==> src/rtl/ahb_periph_bridge.sv <==
// ---------------------------------------------------------------------------
// ahb_periph_bridge
//
// AHB-Lite slave front-end for a simple register peripheral. It turns the
// pipelined AHB address/data phases into single-cycle peripheral strobes
// (p_rd_en / p_wr_en). It also inserts wait states, rejects non-word or
// misaligned transfers, and drives the two-cycle AHB ERROR response.
//
// Optional feature (macro BRIDGE_RD_TIMEOUT_EN):
//   When the macro is defined, a read that stalls on p_ready=0 for
//   WAIT_TIMEOUT cycles is abandoned with an ERROR response. hrdata keeps
//   its previous value in that case.
//   When the macro is undefined, a read waits for p_ready indefinitely.
//
// Parameters
//   DATA_WIDTH    data bus width, both sides
//   ADDR_WIDTH    address width, both sides
//   WAIT_TIMEOUT  read stall limit (only with BRIDGE_RD_TIMEOUT_EN)
//
// Ports
//   clk        in   clock
//   rst        in   asynchronous reset, active low
//   hsel       in   slave select
//   haddr      in   AHB address
//   htrans     in   transfer type (htrans[1]=1 : NONSEQ/SEQ)
//   hwrite     in   1 = write
//   hsize      in   transfer size, only word (3'b010) is legal
//   hwdata     in   write data (data phase)
//   hready     in   bus-wide ready
//   hreadyout  out  slave ready
//   hresp      out  0 = OKAY, 1 = ERROR
//   hrdata     out  registered read data
//   p_rd_en    out  peripheral read strobe
//   p_wr_en    out  peripheral write strobe
//   p_addr     out  registered transfer address
//   p_wr_data  out  write data while p_wr_en=1, else 0
//   p_rd_data  in   peripheral read data (combinational)
//   p_ready    in   peripheral read data valid
//   p_error    in   peripheral write error, valid the cycle after a write
// ---------------------------------------------------------------------------
module ahb_periph_bridge #(
  parameter int DATA_WIDTH   = 32,
  parameter int ADDR_WIDTH   = 32,
  parameter int WAIT_TIMEOUT = 16
) (
  input  logic                  clk,
  input  logic                  rst,
  input  logic                  hsel,
  input  logic [ADDR_WIDTH-1:0] haddr,
  input  logic [1:0]            htrans,
  input  logic                  hwrite,
  input  logic [2:0]            hsize,
  input  logic [DATA_WIDTH-1:0] hwdata,
  input  logic                  hready,
  output logic                  hreadyout,
  output logic                  hresp,
  output logic [DATA_WIDTH-1:0] hrdata,
  output logic                  p_rd_en,
  output logic                  p_wr_en,
  output logic [ADDR_WIDTH-1:0] p_addr,
  output logic [DATA_WIDTH-1:0] p_wr_data,
  input  logic [DATA_WIDTH-1:0] p_rd_data,
  input  logic                  p_ready,
  input  logic                  p_error
);

  typedef enum logic [2:0] {
    S_IDLE,
    S_RD,
    S_RD_DONE,
    S_WR,
    S_WR_CHK,
    S_ERR1,
    S_ERR2
  } state_t;

  state_t                state_q, state_d;
  logic [DATA_WIDTH-1:0] hrdata_q, hrdata_d;
  logic [ADDR_WIDTH-1:0] p_addr_q;
  logic                  dir_q;

  logic   accept;
  logic   legal;
  logic   load;
  logic   ready_c;
  logic   resp_c;
  logic   rd_en_c;
  logic   wr_en_c;
  state_t next_xfer;

`ifdef BRIDGE_RD_TIMEOUT_EN
  localparam int CNT_W = $clog2(WAIT_TIMEOUT + 1);
  logic [CNT_W-1:0] cnt_q, cnt_d;
  logic             timeout;

  // The stall that would bring the count to WAIT_TIMEOUT is the last one.
  assign timeout = (cnt_q == CNT_W'(WAIT_TIMEOUT - 1));
`else
  localparam int unused_wait_timeout = WAIT_TIMEOUT;
`endif

  assign accept = hsel & hready & htrans[1];
  assign legal  = (hsize == 3'b010) && (haddr[1:0] == 2'b00);

  // Destination of an address phase seen while this slave is ready.
  always_comb begin
    next_xfer = S_IDLE;
    if (accept) begin
      if (!legal)      next_xfer = S_ERR1;
      else if (hwrite) next_xfer = S_WR;
      else             next_xfer = S_RD;
    end
  end

  always_comb begin
    state_d  = state_q;
    hrdata_d = hrdata_q;
    ready_c  = 1'b1;
    resp_c   = 1'b0;
    rd_en_c  = 1'b0;
    wr_en_c  = 1'b0;
    unique case (state_q)
      S_IDLE: begin
        state_d = next_xfer;
      end
      S_RD: begin
        rd_en_c = 1'b1;
        ready_c = 1'b0;
        if (p_ready) begin
          hrdata_d = p_rd_data;
          state_d  = S_RD_DONE;
        end
`ifdef BRIDGE_RD_TIMEOUT_EN
        else if (timeout) begin
          state_d = S_ERR1;
        end
`endif
      end
      S_RD_DONE: begin
        state_d = next_xfer;
      end
      S_WR: begin
        wr_en_c = 1'b1;
        ready_c = 1'b0;
        state_d = S_WR_CHK;
      end
      S_WR_CHK: begin
        // A flagged write turns this cycle into the first ERROR cycle.
        if (p_error) begin
          ready_c = 1'b0;
          resp_c  = 1'b1;
          state_d = S_ERR2;
        end else begin
          state_d = next_xfer;
        end
      end
      S_ERR1: begin
        ready_c = 1'b0;
        resp_c  = 1'b1;
        state_d = S_ERR2;
      end
      S_ERR2: begin
        resp_c  = 1'b1;
        state_d = next_xfer;
      end
      default: begin
        state_d = S_IDLE;
      end
    endcase
  end

  // A new address phase is only taken while this slave reports ready.
  assign load = accept & ready_c;

`ifdef BRIDGE_RD_TIMEOUT_EN
  always_comb begin
    cnt_d = cnt_q;
    if ((state_d == S_RD) && (state_q != S_RD)) begin
      cnt_d = '0;
    end else if ((state_q == S_RD) && !p_ready) begin
      cnt_d = cnt_q + CNT_W'(1);
    end
  end

  always_ff @(posedge clk or negedge rst) begin
    if (!rst) cnt_q <= '0;
    else      cnt_q <= cnt_d;
  end
`endif

  always_ff @(posedge clk or negedge rst) begin
    if (!rst) begin
      state_q  <= S_IDLE;
      hrdata_q <= '0;
      p_addr_q <= '0;
      dir_q    <= 1'b0;
    end else begin
      state_q  <= state_d;
      hrdata_q <= hrdata_d;
      if (load) begin
        p_addr_q <= haddr;
        dir_q    <= hwrite;
      end
    end
  end

  // Qualifying with the captured direction keeps the two strobes exclusive.
  assign p_rd_en   = rd_en_c & ~dir_q;
  assign p_wr_en   = wr_en_c & dir_q;
  assign p_wr_data = p_wr_en ? hwdata : '0;
  assign hreadyout = ready_c;
  assign hresp     = resp_c;
  assign hrdata    = hrdata_q;
  assign p_addr    = p_addr_q;

endmodule

==> config.mk <==
export PLATFORM = sky130hd
export DESIGN_NAME = ahb_periph_bridge
export DESIGN_NICKNAME = d
export VERILOG_FILES = /design/src/rtl/ahb_periph_bridge.sv
export SDC_FILE = /design/constraint.sdc
export NUM_CORES = 1
export LEC_CHECK = 0
export CAP_MARGIN = 15
export CORE_MARGIN = 5
export CORE_UTILIZATION = 36
export DETAILED_ROUTE_END_ITERATION = 10
export GPL_TIMING_DRIVEN = 0
export HOLD_SLACK_MARGIN = 0.12
export MAX_ROUTING_LAYER = met4
export PLACE_DENSITY = 0.81
export SYNTH_ARGS = -nofsm -noshare
export SYNTH_HDL_FRONTEND = slang
export SYNTH_SLANG_ARGS = --single-unit
==> constraint.sdc <==
create_clock -name clk -period 1.9 [get_ports clk]
set_input_delay 0.285 -clock clk [delete_from_list [all_inputs] [get_ports clk]]
set_output_delay 0.285 -clock clk [all_outputs]
set_load 0.005 [all_outputs]
==> parameters.txt <==
Parameter                              Value

STA
  Fmax achieved    518 MHz
  Number of setup violations in the final report    8
  Unrepaired setup endpoints after global routing    true
  Clock Skew    6.25 ps
  Remaining max-slew budget at the tightest pin    43.5%
  Final Max Tran Viols    0
  Minimum period implied by the final worst setup slack    1930 ps
  Transition time of the tightest slew-check pin    848 ps
  Crit path setup slack, layout    -32.0 ps
  Final cycle utilization of the critical path    102%
  Count of endpoints failing hold in the final timing report    0
  Setup TNS    -198 ps

Clocking
  Number of clock sinks    between 60 and 70
  Clock Pin Slew Worst Setup and Hold Paths    70 ps
  Clock tree from TritonCTS    yes
  Clock insertion delay at the later pin of the skew report    320 ps
  Clock tree buffer depth    2
  Root Buffer    clkbuf_8
  CTS HTree Levels    3
  Number of buffers created by CTS    9

Routing
  Post-DRT Antenna Nets    0
  Initial detailed-routing violation count    31
  Length of the first detailed-routing pass in iterations    4
  WL per Instance    17.0 µm
  Aggregate routed wire length    9230 µm
  Via count    2474
  Residual DRC count    0
  Via-per-instance ratio    4.56

Status
  Failing checks    setup timing
  Outcome    finished with violations

Cells and area
  Final core area utilization    67.5%
  Area growth from synthesis to layout    81.8%
  Diode count    0
  Most common library cell in the layout ignoring fill and taps    clkdlybuf4s50_1
  Final-stage net count    543
  Fraction of layout cells with a size suffix above 1    35.6%
  Final design instance area without fill    0.00557 mm²
  Most frequent cells in the layout    clkdlybuf4s50_1, dfrtp_1, mux2_2

Worst hold path
  Launch instance of the worst min-delay path    p_addr[5]
  Worst Hold Depth    1
  Destination of the worst hold path    p_addr[5]
  Kind of path behind the tightest hold check    flop to flop

Yosys
  Syn Nets    between 300 and 400
  Post-Syn Area per Cell    roughly 15 µm²
  Number of register bits inferred by synthesis    68
  Number of flops mapped to enable cells by yosys    0
  Instance count of the mapped netlist    204
  Async S/R FF share, synth    100%
  Total of warnings raised by yosys    0
  Netlist area before placement    0.00306 mm²
  Fraction of the yosys area taken by sequential cells    55.5%
  Number of unique standard cell types used by synthesis    32
  Top_reg_cell synth    dfrtp_1

GRT
  Most congested layer reported by global routing    met2
  First-pass GRT wire length    14100 µm
  Met3 Usage GRT    5.26%
  Total Routing Usage GR    18.1%
  Maximum number of pins on one net before global-route repair    slightly below 70
  M2 GR Usage    29.4%
  Total gr overflow    0
  Antenna violations before repair    0
  Via count of the first global-routing pass    roughly 2800
  Met1 global-route usage    22.0%

Setup path
  Startpoint type of the worst setup path    flop
  Worst setup EP type    output pin
  Number of cell instances on the worst register-to-register path    5
  WS Path Type    flop to output pin
  Worst R2R Start    state_q[2]
  Worst setup slack for register-to-register paths    160 ps
  CP arrival    roughly 1700 ps
  Endpoint of the worst register-to-register path    p_addr[26]
  WP data required    1620 ps
  Critical path peak fanout    5

Flow run
  Count of maximum capacitance violations    0

Die
  Num ports    208
  Site row count    33
  Die area    0.0105 mm²
  Die outline width    102 µm
  Initial standard-cell utilization of the core    a little under two fifths
  Core area    0.00826 mm²
  Vert. Die Dim    102 µm

Place
  Half-perimeter wire length after detailed placement    between 7000 and 8000 µm
  Placed Area    0.00526 mm²
  Number of buffers added on ports    around 200
  Setup slack at placement    -230 ps
  Routability Congestion    between 0.8 and 0.9

Pwr
  Maximum VDD drop    628 µV
  Leakage power    2.46 nW
  Power density of the placed cells    1130 mW/mm²
[metal layers]
metal | share of wire, % | up-vias
met3 | 7.2 | 12
met4 | 0.94 | 0
li1 | - | 1161
met1 | 43 | 1188
met2 | 49 | 113
met5 | 0 | -
[critical path: stages (launching register included)]
cell and delay (ps):
dfrtp_2 430, nor2b_4 160, and3_4 230, buf_6 120, buf_8 90, buf_6 90
and2_4 130, buf_6 80
[sequential cells by signal (all words and copies together) (netlist names)]
| signal | cells |
|---|---|
| dir_q | 1 |
| hrdata | 32 |
| p_addr | 32 |
| state_q | 3 |
[layout make-up]
type / count / area (µm²)
inverter: 1 / 3.75
clock buffer: 12 / 165
buffer: 10 / 141
tap: 105 / 131
multi-input combinational: 124 / 1270
sequential: 68 / 1700
timing repair buffer: 221 / 2140
clock inverter: 2 / 10.0
fill: 591 / 2690
[worst max path at each step]
stage                           from             to  slack, ps  depth (start not counted)
after floorplan           state_q[0]     p_addr[21]        360                          5
after global placement           rst      p_addr[6]      -1760                          1
after detailed placement  state_q[0]  p_wr_data[13]       -230                          6
after CTS                 state_q[0]   p_wr_data[5]       -130                          8
after global routing      state_q[2]   p_wr_data[3]       -110                          7
final                     state_q[2]   p_wr_data[3]        -30                          7
[cell families (layout without fill, tap and decap cells)]
group	Yosys count	count (layout)	share of synthesized area, %
buffers and inverters	13	246	4.57
muxes	65	65	27.6
DFF	68	68	55.5
AOI/OAI and AO/OA	9	9	2.45
and+or+nand+nor	49	50	9.88
[metrics by stage]
step | total power [mW] | instances | hold WS (ps)
global route | 6.69 | 543 | 519
CTS | 6.39 | 542 | 509
detailed placement | 5.24 | 515 | 450
floorplan | 3.48 | 204 | -10.6
global placement | 5.16 | 515 | 471
finish | 6.30 | 543 | 506
[repair_timing]
action                                  in CTS  in global routing
gates cloned                                 4                  0
hold buffers                                 1                  0
resized for setup                          151                 27
endpoints found under the setup margin      36                 30
setup buffers                                8                  3
endpoints found under the hold margin       68                  0
pin swaps                                   15                  3
[cells in the mapped netlist (2+ instances only)]
cell type,instances,area [µm²]
buf_2,2,10.0
nand2b_1,2,12.5
dfrtp_1,68,1700
and2_1,32,200
clkbuf_1,2,7.51
buf_6,4,45.0
mux2_2,34,383
nor2_1,2,7.51
nand2_1,4,15.0
mux2_4,30,450
buf_12,3,60.1
[where the power goes]
group / switching, mW / internal (mW) / total, mW
clock: 0.490 / 0.562 / 1.05
combinational: 0.769 / 2.05 / 2.82
sequential: 0.347 / 2.08 / 2.43
total: 1.61 / 4.69 / 6.30
No activity file was read; power rests on OpenSTA's default activity.
